==> src/rtl/fifo_pkg.sv <==
// Shared helpers for the BRAM FIFO family: width sizing and flag threshold arithmetic.
package fifo_pkg;

  function automatic int unsigned clog2w(input int unsigned value);
    int unsigned width;
    int unsigned rem;
    width = 0;
    rem   = (value > 0) ? value - 1 : 0;
    while (rem > 0) begin
      width = width + 1;
      rem   = rem >> 1;
    end
    return (width == 0) ? 1 : width;
  endfunction

  // Occupancy at which almost-full asserts, leaving GRACE_PERIOD slots for in-flight writes.
  function automatic int unsigned af_level(input int unsigned depth, input int unsigned grace);
    return depth - grace;
  endfunction

endpackage

==> src/rtl/fifo_bram_mem.sv <==
// Simple dual-port RAM: one write port, one read port registered on the next read address.
// Read-during-write to the same address returns the old word; the controller bypasses that case.
module fifo_bram_mem #(
  parameter     MEM_STYLE  = "auto",
  parameter int DATA_WIDTH = 32,
  parameter int ADDR_WIDTH = 5,
  parameter int DEPTH      = 32
) (
  input  logic                  clk,
  input  logic                  we_i,
  input  logic [ADDR_WIDTH-1:0] waddr_i,
  input  logic [DATA_WIDTH-1:0] wdata_i,
  input  logic [ADDR_WIDTH-1:0] rnext_i,
  output logic [DATA_WIDTH-1:0] q_o
);

  (* ram_style = MEM_STYLE *)
  logic [DATA_WIDTH-1:0] mem_q [0:DEPTH-1];
  logic [DATA_WIDTH-1:0] q_q;

  always_ff @(posedge clk) begin
    if (we_i) begin
      mem_q[waddr_i] <= wdata_i;
    end
    q_q <= mem_q[rnext_i];
  end

  assign q_o = q_q;

endmodule

==> src/rtl/fifo_bram_ctrl.sv <==
// FWFT FIFO on block RAM with registered flags/count; first word visible two cycles after push.
// if_full_n gates writes, if_almost_full_n leaves GRACE_PERIOD slots; clear flushes without touching RAM.
module fifo_bram_ctrl
  import fifo_pkg::*;
#(
  parameter     MEM_STYLE    = "auto",
  parameter int DATA_WIDTH   = 32,
  parameter int ADDR_WIDTH   = 5,
  parameter int DEPTH        = 32,
  parameter int GRACE_PERIOD = 0
) (
  input  logic                  clk,
  input  logic                  reset,
  input  logic                  if_clear,
  output logic                  if_full_n,
  output logic                  if_almost_full_n,
  input  logic                  if_write_ce,
  input  logic                  if_write,
  input  logic [DATA_WIDTH-1:0] if_din,
  output logic                  if_empty_n,
  input  logic                  if_read_ce,
  input  logic                  if_read,
  output logic [DATA_WIDTH-1:0] if_dout,
  output logic [ADDR_WIDTH:0]   if_count
);

  localparam int unsigned           AfInt           = af_level(DEPTH, GRACE_PERIOD);
  localparam logic [ADDR_WIDTH-1:0] DepthM1         = ADDR_WIDTH'(DEPTH - 1);
  localparam logic [ADDR_WIDTH:0]   DepthW          = (ADDR_WIDTH + 1)'(DEPTH);
  localparam logic [ADDR_WIDTH:0]   AlmostFullLevel = (ADDR_WIDTH + 1)'(AfInt);
  localparam logic                  AfullNRst       = (AlmostFullLevel != '0);

  logic [ADDR_WIDTH-1:0] waddr_q, waddr_d;
  logic [ADDR_WIDTH-1:0] raddr_q, raddr_d;
  logic [ADDR_WIDTH:0]   used_q, used_d;
  logic [ADDR_WIDTH:0]   count_q, count_d;
  logic                  full_n_q, full_n_d;
  logic                  afull_n_q, afull_n_d;
  logic                  empty_n_q, empty_n_d;
  logic                  show_ahead_q, show_ahead_d;
  logic [DATA_WIDTH-1:0] dout_q, dout_d;
  logic [DATA_WIDTH-1:0] bypass_q, bypass_d;
  logic [DATA_WIDTH-1:0] ram_q;
  logic                  ram_nonempty;
  logic                  push;
  logic                  pop;
  logic                  consume;

  // Clear wins over both ports, so a write presented with it never reaches the RAM.
  always_comb begin
    ram_nonempty = (used_q != '0);
    push         = full_n_q & if_write_ce & if_write & ~if_clear;
    pop          = ram_nonempty & if_read_ce & (~empty_n_q | if_read) & ~if_clear;
    consume      = empty_n_q & if_read_ce & if_read;
  end

  always_comb begin
    waddr_d      = waddr_q;
    raddr_d      = raddr_q;
    used_d       = used_q;
    empty_n_d    = empty_n_q;
    dout_d       = dout_q;
    bypass_d     = bypass_q;
    show_ahead_d = 1'b0;

    if (push) begin
      waddr_d  = (waddr_q == DepthM1) ? '0 : waddr_q + 1'b1;
      bypass_d = if_din;
    end
    if (pop) begin
      raddr_d = (raddr_q == DepthM1) ? '0 : raddr_q + 1'b1;
    end

    if (push && !pop) begin
      used_d = used_q + 1'b1;
    end else if (pop && !push) begin
      used_d = used_q - 1'b1;
    end

    // The RAM read register sees the old word when this push targets the next read address.
    show_ahead_d = push & (used_q == {{ADDR_WIDTH{1'b0}}, pop});

    if (pop) begin
      dout_d    = show_ahead_q ? bypass_q : ram_q;
      empty_n_d = 1'b1;
    end else if (consume) begin
      empty_n_d = 1'b0;
    end

    if (if_clear) begin
      waddr_d      = '0;
      raddr_d      = '0;
      used_d       = '0;
      empty_n_d    = 1'b0;
      show_ahead_d = 1'b0;
    end

    full_n_d  = (used_d != DepthW);
    afull_n_d = (used_d < AlmostFullLevel);
    count_d   = used_d + {{ADDR_WIDTH{1'b0}}, empty_n_d};
  end

  always_ff @(posedge clk) begin
    if (reset) begin
      waddr_q      <= '0;
      raddr_q      <= '0;
      used_q       <= '0;
      count_q      <= '0;
      full_n_q     <= 1'b1;
      afull_n_q    <= AfullNRst;
      empty_n_q    <= 1'b0;
      show_ahead_q <= 1'b0;
      dout_q       <= '0;
      bypass_q     <= '0;
    end else begin
      waddr_q      <= waddr_d;
      raddr_q      <= raddr_d;
      used_q       <= used_d;
      count_q      <= count_d;
      full_n_q     <= full_n_d;
      afull_n_q    <= afull_n_d;
      empty_n_q    <= empty_n_d;
      show_ahead_q <= show_ahead_d;
      dout_q       <= dout_d;
      bypass_q     <= bypass_d;
    end
  end

  fifo_bram_mem #(
    .MEM_STYLE  (MEM_STYLE),
    .DATA_WIDTH (DATA_WIDTH),
    .ADDR_WIDTH (ADDR_WIDTH),
    .DEPTH      (DEPTH)
  ) u_mem (
    .clk     (clk),
    .we_i    (push),
    .waddr_i (waddr_q),
    .wdata_i (if_din),
    .rnext_i (raddr_d),
    .q_o     (ram_q)
  );

  assign if_full_n        = full_n_q;
  assign if_almost_full_n = afull_n_q;
  assign if_empty_n       = empty_n_q;
  assign if_dout          = dout_q;
  assign if_count         = count_q;

endmodule
==> config.mk <==
export PLATFORM = sky130hd
export DESIGN_NAME = fifo_bram_ctrl
export DESIGN_NICKNAME = d
export VERILOG_FILES = /design/src/rtl/fifo_pkg.sv /design/src/rtl/fifo_bram_mem.sv /design/src/rtl/fifo_bram_ctrl.sv
export SDC_FILE = /design/constraint.sdc
export NUM_CORES = 1
export LEC_CHECK = 0
export CORE_UTILIZATION = 39
export CTS_CLUSTER_DIAMETER = 200
export DETAILED_ROUTE_END_ITERATION = 8
export PLACE_DENSITY = 0.59
export SLEW_MARGIN = 20
export SYNTH_ARGS = -nofsm -noshare
export SYNTH_HDL_FRONTEND = slang
export SYNTH_SLANG_ARGS = --single-unit
==> constraint.sdc <==
create_clock -name clk -period 3.4 [get_ports clk]
set_input_delay 0.68 -clock clk [delete_from_list [all_inputs] [get_ports clk]]
set_output_delay 0.68 -clock clk [all_outputs]
set_load 0.02 [all_outputs]
## Word-level counts from Yosys, hierarchy flattened

Memory sizes are Yosys's and may differ from the RTL's. A register that Yosys moved wholly into a read port is not among the register bits.
Cells that the tools add are included.

| word-level totals | value |
|---|---|
| word-level logic and storage cells | 52 |
| input port bits | 39 |
| output and inout port bits | 41 |
| memories | 1 |
| bits in writable memories | 1024 |
| flip-flop bits (word level) | 90 |

Memories:

| name | words | bits a word | rd ports | clocked after memory_dff | write ports | RTL line | RTL |
|---|---|---|---|---|---|---|---|
| u_mem.mem_q | 32 | 32 | 1 | 1 | 1 | fifo_bram_mem.sv:18 | `logic [DATA_WIDTH-1:0] mem_q [0:DEPTH-1];` |

| operators by class | value |
|---|---|
| bitwise logic cells | 12 |
| magnitude comparators | 1 |
| equal/unequal tests | 4 |
| add/sub/neg operators | 5 |
| muxes and demuxes | 13 |
| reductions and logical operators | 6 |

Operators by type and width:

| kind | number |
|---|---|
| $mux 32 | 1 |
| $mux 5 | 4 |
| $mux 6 | 3 |
| $add 5x1->5 const B | 2 |
| $eq 5x5->1 const B | 2 |
| $and 1x1->1 | 9 |
| $add 6x1->6 | 1 |
| $add 6x1->6 const B | 1 |
| $eq 6x1->1 | 1 |
| $lt 6x6->1 const B | 1 |
| $ne 6x6->1 const B | 1 |
| $reduce_bool 6->1 | 1 |
| $sub 6x1->6 const B | 1 |
| $mux 1 | 5 |
| $logic_and 1x1->1 | 2 |
| $logic_not 1->1 | 2 |
| $not 1->1 | 2 |
| $reduce_or 2->1 | 1 |
| $or 1x1->1 | 1 |

## Depth between registers and ports, before layout

Gate-level depths: netlist of run 1.

| depth | value |
|---|---|
| depth after elaboration | 9 |
| gate-level depth with buffers | 13 |
| depth with buffers taken out | 12 |

## By module

From an unflattened synthesis of run 1, not the netlist that was laid out.

| unflattened totals | value |
|---|---|
| cells, all modules | 2696 |
| area total of the unflattened synthesis | 44366.3 µm² |

By module, submodules not included:

| module | sequential area each (µm²) | cells each | instances | area an instance (µm²) |
|---|---|---|---|---|
| fifo_bram_mem | 31390.1 | 2260 | 1 | 40485.1 |
| fifo_bram_ctrl | 1801.7 | 436 | 1 | 3881.2 |

## Least setup slack after synthesis of run 1

OpenSTA, ideal clock, no wires.

| timing | value |
|---|---|
| path type | input to register |
| start | in if_clear |
| end | mem u_mem.mem_q[26][0], enable pin |
| buffers on the path | 2 |
| setup time | 0.421 ns |
| slack | 0.097 ns |
| arrival time | 2.882 ns |
| stages on the path | 5 |
| data required time | 2.979 ns |
| cell sequence | and4b_1 -> clkbuf_1 -> clkbuf_1 -> nand2_1 -> nor2_1 |

| between the ends | value |
|---|---|
| longest elaborated chain between the ends | 4 |

Ends and longest elaborated chain:

| element | RTL line | RTL |
|---|---|---|
| start: declaration | fifo_bram_ctrl.sv:14 | `input logic if_clear,` |
| $not 1->1 | fifo_bram_ctrl.sv:52 | `push = full_n_q & if_write_ce & if_write & ~if_clear;` |
| $and 1x1->1 | fifo_bram_ctrl.sv:52 |  |
| $mux 1 | fifo_bram_mem.sv:22 | `if (we_i) begin` |
| $mux 1 (implied by the code) | fifo_bram_mem.sv:23 | `mem_q[waddr_i] <= wdata_i;` |
| end: declaration | fifo_bram_mem.sv:18 |  |

Every way passes these cells.

## Worst setup path in the final report of run 1

| timing | value |
|---|---|
| start | reg used_q[4] |
| end | reg u_mem.q_q[9], in the netlist u_mem.q_o[9], read port of u_mem.mem_q |

| between the ends | value |
|---|---|
| longest elaborated chain between the ends | 6 |

Ends and longest elaborated chain:

| element | RTL line | RTL |
|---|---|---|
| start: declaration | fifo_bram_ctrl.sv:35 | `logic [ADDR_WIDTH:0] used_q, used_d;` |
| start signal: assignment | fifo_bram_ctrl.sv:118 | `used_q <= used_d;` |
| $reduce_bool 6->1 | fifo_bram_ctrl.sv:51 | `ram_nonempty = (used_q != '0);` |
| $and 1x1->1 (3 in series) | fifo_bram_ctrl.sv:53 | `pop = ram_nonempty & if_read_ce & (~empty_n_q \| if_read) & ~if_clear;` |
| $mux 5 | fifo_bram_ctrl.sv:70 | `if (pop) begin` |
| $mux 5 | fifo_bram_ctrl.sv:90 | `if (if_clear) begin` |
| end: declaration | fifo_bram_mem.sv:19 | `logic [DATA_WIDTH-1:0] q_q;` |

Every way passes these cells.
A chain may end at the register's enable or synchronous reset.

==> results.yml, run 1 <==
synthesis:
  synth.most_common_cell: "edfxtp_1"
  synth_nets: 3039
  async_reset_ff_frac: 0
  synth_edf_count: 1024
  synthCells: 2989
  synth.avg_cell_area_sq_um: 15.0
  netlist.area_leader.share: 0.684
  synthTopCellsByCount: "1024 x edfxtp_1, 430 x nand2_1, 328 x mux2i_1"
  ys_top_cells_by_area: "edfxtp_1 68%, mux2i_1 7.3%, dfxtp_1 5.4%"
  synth_area_sq_um: 44900
  yosysWarnings: 0
  ys.flop_type: "edfxtp_1"
  ys_types: 54
  yosysSeqAreaShare: 0.739
  yosysTopAreaCell: "edfxtp_1"
  synth_seq_cells: 1146
sta:
  setup_violations: 0
  skew_ns: 0.0377
  tightest_slew_ns: 1.03
  fin_crit_ns: 3.26
  drv_slew: 0
  relSlewSlack: 0.311
  final-hold-violation-count: 0
  fmax_mhz: 307
  fin_crit_sh: 0.960
floorplan:
  fp-row-count: 124
  start_util: 0.393
  die_w_um: 341
  io_pins: 80
  core-area_sq_um: 114000
  fp.dieArea_sq_um: 117000
  die_h_um: 341
placed_design:
  dpl.cell_count: 4695
  port_buffers: 79
  place_hpwl_um: 76400
  place_congestion: 0.815
  placed_cell_area_sq_um: 50700
finish:
  instances_no_fill: 4920
  insertedDiodeCount: 0
  area_growth_pct: 22.0
  nets: 3353
  fin_area_sq_um: 54800
  drive_above_1_share: 0.170
worst_setup_path:
  critPathLaunchType: "register"
  crit_fanout: 15
  end_kind: "register"
  path_buf_inv: 3
  path_class: "reg -> reg"
  slowest_stage: "or4_4"
  ff2ff_path_depth: 10
  cp_top_family: "compound AO/OA/AOI/OAI gates"
  arrival_ns: 3.82
  crit_top_cell: "buf_12"
  path_depth: 10
  crit_path_max_incr_delay_ns: 0.54
  worstPathRequired_ns: 3.96
  path_cells: "or4_4 -> o2111ai_4 -> buf_12 -> mux2_8 -> buf_12 -> buf_12 -> nand2_1 -> nand2_1 -> a2111oi_0 -> a31oi_1"
detailed_routing:
  wl_per_cell_um: 25.4
  routed-via-count: 27200
  dr.pass1.iters: 6
  first_iter_violations: 2838
  ant_nets: 0
  vias_per_cell: 5.54
  finalWirelength_um: 125000
  drc: 0
clock_network:
  h-tree-depth: 3
  ctsLongestPathBuffers: 3
  cts_root_buf: "clkbuf_16"
  numCtsBuffers: 117
  clk_pin_slew_ns: 0.06
  clock_sink_count: 1146
  cts_tree: "done"
  clk_latency_ns: 0.72
grt:
  grt_max_degree: 60
  grt_pass1_vias: 26500
  grt_first_pass_wirelength_um: 181000
  gr-usage-all-layers: 0.212
  antenna_found_initial: 2
  grt_overflow_total: 0
pwr:
  peakVddDrop_mv: 0.438
  internal_power_mw: 23.6
  clkPwrFrac: 0.454
  total_power_mw: 29.5
  p_leak_nw: 18.1
  pwr-share-seq: 0.522
  p_sw_frac: 0.201
  p_switching_mw: 5.93
  combPwrFrac: 0.024
  powerDensity_nw_per_um2: 538
job:
  cap_violations: 0
worst_hold_path:
  whs_path_depth: 2
  hold_class: "reg -> reg"
outcome:
  status: "completed"
## flip-flops by register name, summed over array words and instances (netlist names)
signal and cells:
bypass_q 32, if_almost_full_n 1, if_count 6, if_dout 32, if_empty_n 1, if_full_n 1
raddr_q 5, show_ahead_q 1, u_mem.mem_q 1024, u_mem.q_o 32, used_q 6, waddr_q 5
## power by group through the flow
stage	Sequential [mW]	Clock [mW]	Combinational, mW
global route	15.4	14.1	0.748
detailed placement	15.7	0	0.698
global placement	15.7	0	0.688
floorplan	15.7	0	0.243
finish	15.4	13.4	0.695
CTS	15.4	13.6	0.700
## cell type report
cell class	instances	area [sq um]
clock buffers	150	3130
well taps	1512	1890
multi-input cells	1627	11200
fillers	9707	59500
flip-flops and latches	1146	33200
clock inverters	74	927
inverters	9	33.8
repair buffers	402	4470
## worst paths after layout
path,startpoint,slack [ns],end
worst min register to register,bypass_q[26],0.45,bypass_q[26]
worst min-delay path,bypass_q[26],0.45,bypass_q[26]
worst max register to register,used_q[4],0.14,u_mem.q_o[9]
worst max-delay path,used_q[4],0.14,u_mem.q_o[9]
## cells by family after synthesis
| kind of cell | after synthesis | synth area share |
|---|---|---|
| AO/OA/AOI/OAI | 602 | 0.0959 |
| adder cells (fa/ha/maj) | 11 | 0.00306 |
| multiplexers | 335 | 0.0748 |
| flip-flops | 1146 | 0.739 |
| AND/OR/NAND/NOR | 674 | 0.0663 |
| buffers and inverters | 216 | 0.0202 |
| XOR/XNOR | 5 | 0.000975 |
## per-layer routing
metal | share of wire | vias to the layer above | wire length, um | track usage
li1 | - | 12200 | - | -
met1 | 0.44 | 13900 | 55000 | 0.300
met2 | 0.47 | 974 | 59100 | 0.342
met3 | 0.064 | 173 | 7960 | 0.0297
met4 | 0.022 | 4 | 2760 | 0.0578
met5 | 0.00014 | - | 18 | 0
## through the flow
stage / worst slack [ns] / util / hold WS (ns) / TNS, ns
after floorplan: 0.0969 / - / 0.436 / 0
after global placement: -0.525 / 0.444 / 0.441 / -4.41
after detailed placement: -0.594 / 0.444 / 0.446 / -5.72
after CTS: 0.00337 / 0.479 / 0.455 / 0
after global routing: -0.0112 / 0.479 / 0.473 / -0.0123
final: 0.138 / 0.479 / 0.452 / 0
## layout by cell type (no fill, tap or decap), types with 6 or more instances in the layout
cell type        netlist  routed
edfxtp_1            1024    1024
nand2_1              430     429
mux2i_1              328     325
buf_4                  6     223
a21oi_1              169     169
dfxtp_1              122     121
clkbuf_16              0     117
nor2b_1              107     107
buf_12                 0     102
a221oi_1              96      96
clkdlybuf4s50_1        0      74
a22oi_1               64      64
a211oi_1              64      64
o221ai_1              64      64
nor2_1                69      51
a31oi_1               34      34
o211ai_1              33      33
a21o_1                32      32
clkinv_2               0      26
clkbuf_1             137      25
bufinv_16              0      19
nor2_4                 0      18
a2111oi_0             32      18
and2_2                 0      16
clkinv_1               0      13
ha_1                  11      11
nor3_1                10       9
inv_1                  8       8
a2111oi_1              0       8
clkbuf_8               0       8
nand3_1                9       7
a2111oi_2              0       6
clkinv_8               0       6
## worst reg2reg max path, delay by kind of cell, from the launching register on
kind / cells / cell delay [ns]
simple gates: 3 / 0.66
compound gates: 3 / 1.05
flops: 1 / 0.35
buf+inv: 3 / 0.56
mux: 1 / 0.47
## repair_timing
item / in CTS / in global routing
setup endpoints to repair: 1 / 12
setup buffers: 0 / 1
pin swaps: 0 / 1
gates resized for setup: 2 / 18
hold buffers: 0 / 0
Note: power is estimated with default switching activity, not from simulation.
==> run 2: changes to the inputs <==
--- a/config.mk
+++ b/config.mk
@@ -9,6 +9,7 @@
 export CTS_CLUSTER_DIAMETER = 200
 export DETAILED_ROUTE_END_ITERATION = 8
 export PLACE_DENSITY = 0.59
+export SETUP_SLACK_MARGIN = 0.1
 export SLEW_MARGIN = 20
 export SYNTH_ARGS = -nofsm -noshare
 export SYNTH_HDL_FRONTEND = slang
==> run 2 against run 1 <==
Combinational power rose by 1%. Clock-buffer cell count did not move. First-iteration DRC count rose by 0.25%.
==> results.yml, run 2 (same netlist as run 1, synthesis figures left out) <==
outcome:
  status: "completed"
pwr:
  peakVddDrop_mv: 0.437
  p_leak_nw: 18.2
  p_sw_frac: 0.201
  p_switching_mw: 5.94
  clkPwrFrac: 0.454
  combPwrFrac: 0.024
  pwr-share-seq: 0.522
  internal_power_mw: 23.6
  powerDensity_nw_per_um2: 536
clock_network:
  cts_tree: "done"
  clk_pin_slew_ns: 0.06
  ctsLongestPathBuffers: 3
  cts_root_buf: "clkbuf_16"
  h-tree-depth: 3
  clock_sink_count: 1146
  clk_latency_ns: 0.72
  numCtsBuffers: 117
  cts_hold_buf: 0
worst_setup_path:
  arrival_ns: 3.79
  cp_top_family: "buffers and inverters"
  critPathLaunchType: "register"
  crit_fanout: 8
  end_kind: "register"
  path_class: "reg -> reg"
  path_buf_inv: 5
  path_cells: "or4_4 -> o2111ai_4 -> buf_12 -> mux2i_4 -> buf_12 -> buf_12 -> buf_12 -> mux2i_2 -> o221ai_2 -> o221ai_1 -> buf_4 -> a31oi_1"
  slowest_stage: "or4_4"
  crit_path_max_incr_delay_ns: 0.57
  crit_top_cell: "buf_12"
  worstPathRequired_ns: 3.96
job:
  cap_violations: 0
detailed_routing:
  wl_per_cell_um: 25.5
  ant_nets: 0
  routed-via-count: 27300
  vias_per_cell: 5.55
  finalWirelength_um: 126000
  drc: 0
  dr.pass1.iters: 6
  first_iter_violations: 2845
sta:
  fin_crit_ns: 3.22
  fin_setup_tns_ns: 0
  skew_ns: 0.0357
  relSlewSlack: 0.328
  fin_crit_sh: 0.948
  drv_slew: 0
  setup_violations: 0
  grt_setup_unrepaired: "true"
  tightest_slew_ns: 1.01
  final-hold-violation-count: 0
  holdWs_ns: 0.453
  fmax_mhz: 310
  setup_ws_ns: 0.176
worst_hold_path:
  hold_class: "reg -> reg"
placed_design:
  pre_cts_ws_ns: -0.594
  place_congestion: 0.815
  port_buffers: 79
  place_hpwl_um: 76400
grt:
  gr-usage-all-layers: 0.212
  grt_pass1_vias: 26500
  antenna_found_initial: 2
  grt_max_degree: 60
  grt_overflow_total: 0
  grt_first_pass_wirelength_um: 182000
finish:
  insertedDiodeCount: 0
  nets: 3362
  regMostFlops: "u_mem.mem_q"
  final_util: 0.482
  largest_reg_flops: 1024
  final_cell_mix: "1024 x edfxtp_1, 429 x nand2_1, 324 x mux2i_1"
  drive_above_1_share: 0.176
  area_growth_pct: 22.6
  mostFrequentLayoutCell: "edfxtp_1"
floorplan:
  die_h_um: 341
  die_w_um: 341
  start_util: 0.393
  fp-row-count: 124
  core-area_sq_um: 114000
  io_pins: 80
  fp.dieArea_sq_um: 117000
run 2: what timing repair did:
action,in CTS,in global routing
hold endpoints to repair,0,0
pin swaps,0,4
buffers inserted,0,6
gates resized for setup,10,31
gates cloned,0,4
setup endpoints to repair,9,31
run 2: path summary, 6_finish.rpt:
path / start / endpoint / slack (ns) / depth (start not counted)
worst max-delay path: used_q[3] / u_mem.q_o[9] / 0.18 / 12
worst min-delay path: bypass_q[26] / bypass_q[26] / 0.45 / 2
worst max register to register: used_q[3] / u_mem.q_o[9] / 0.18 / 12
worst min register to register: bypass_q[26] / bypass_q[26] / 0.45 / 2
run 2: area by class of cell:
type	instances	area (sq um)
clock buffers	150	3130
clock inverters	74	927
fillers	9686	59300
inverters	9	33.8
multi-input cells	1627	11200
flip-flops and latches	1146	33200
well taps	1512	1890
repair buffers	411	4640
run 2: power by group through the flow:
stage               logic (mW)  registers [mW]  clock network (mW)
detailed placement       0.698            15.7                   0
global route             0.758            15.4                14.1
CTS                      0.700            15.4                13.6
finish                   0.705            15.4                13.4
global placement         0.688            15.7                   0
floorplan                0.243            15.7                   0
run 2: per-layer routing:
metal,global-route usage,vias up,wire length [um]
met4,0.0578,4,2940
met5,0,-,18
li1,-,12200,-
met2,0.343,982,59600
met3,0.0297,187,7740
met1,0.300,13900,55600
run 2: worst min-delay path, cell delays in order (launching register included):
cell     delay (ns)
dfxtp_1        0.31
nand2_1        0.05
a21oi_1        0.05
run 2: per-stage QoR:
stage	cells	power [mW]	area [sq um]
final	4929	29.5	55100
after global routing	4929	30.3	55100
after CTS	4919	29.7	54800
after detailed placement	4695	16.4	50700
after global placement	4695	16.4	50700
after floorplan	2989	16.0	44900
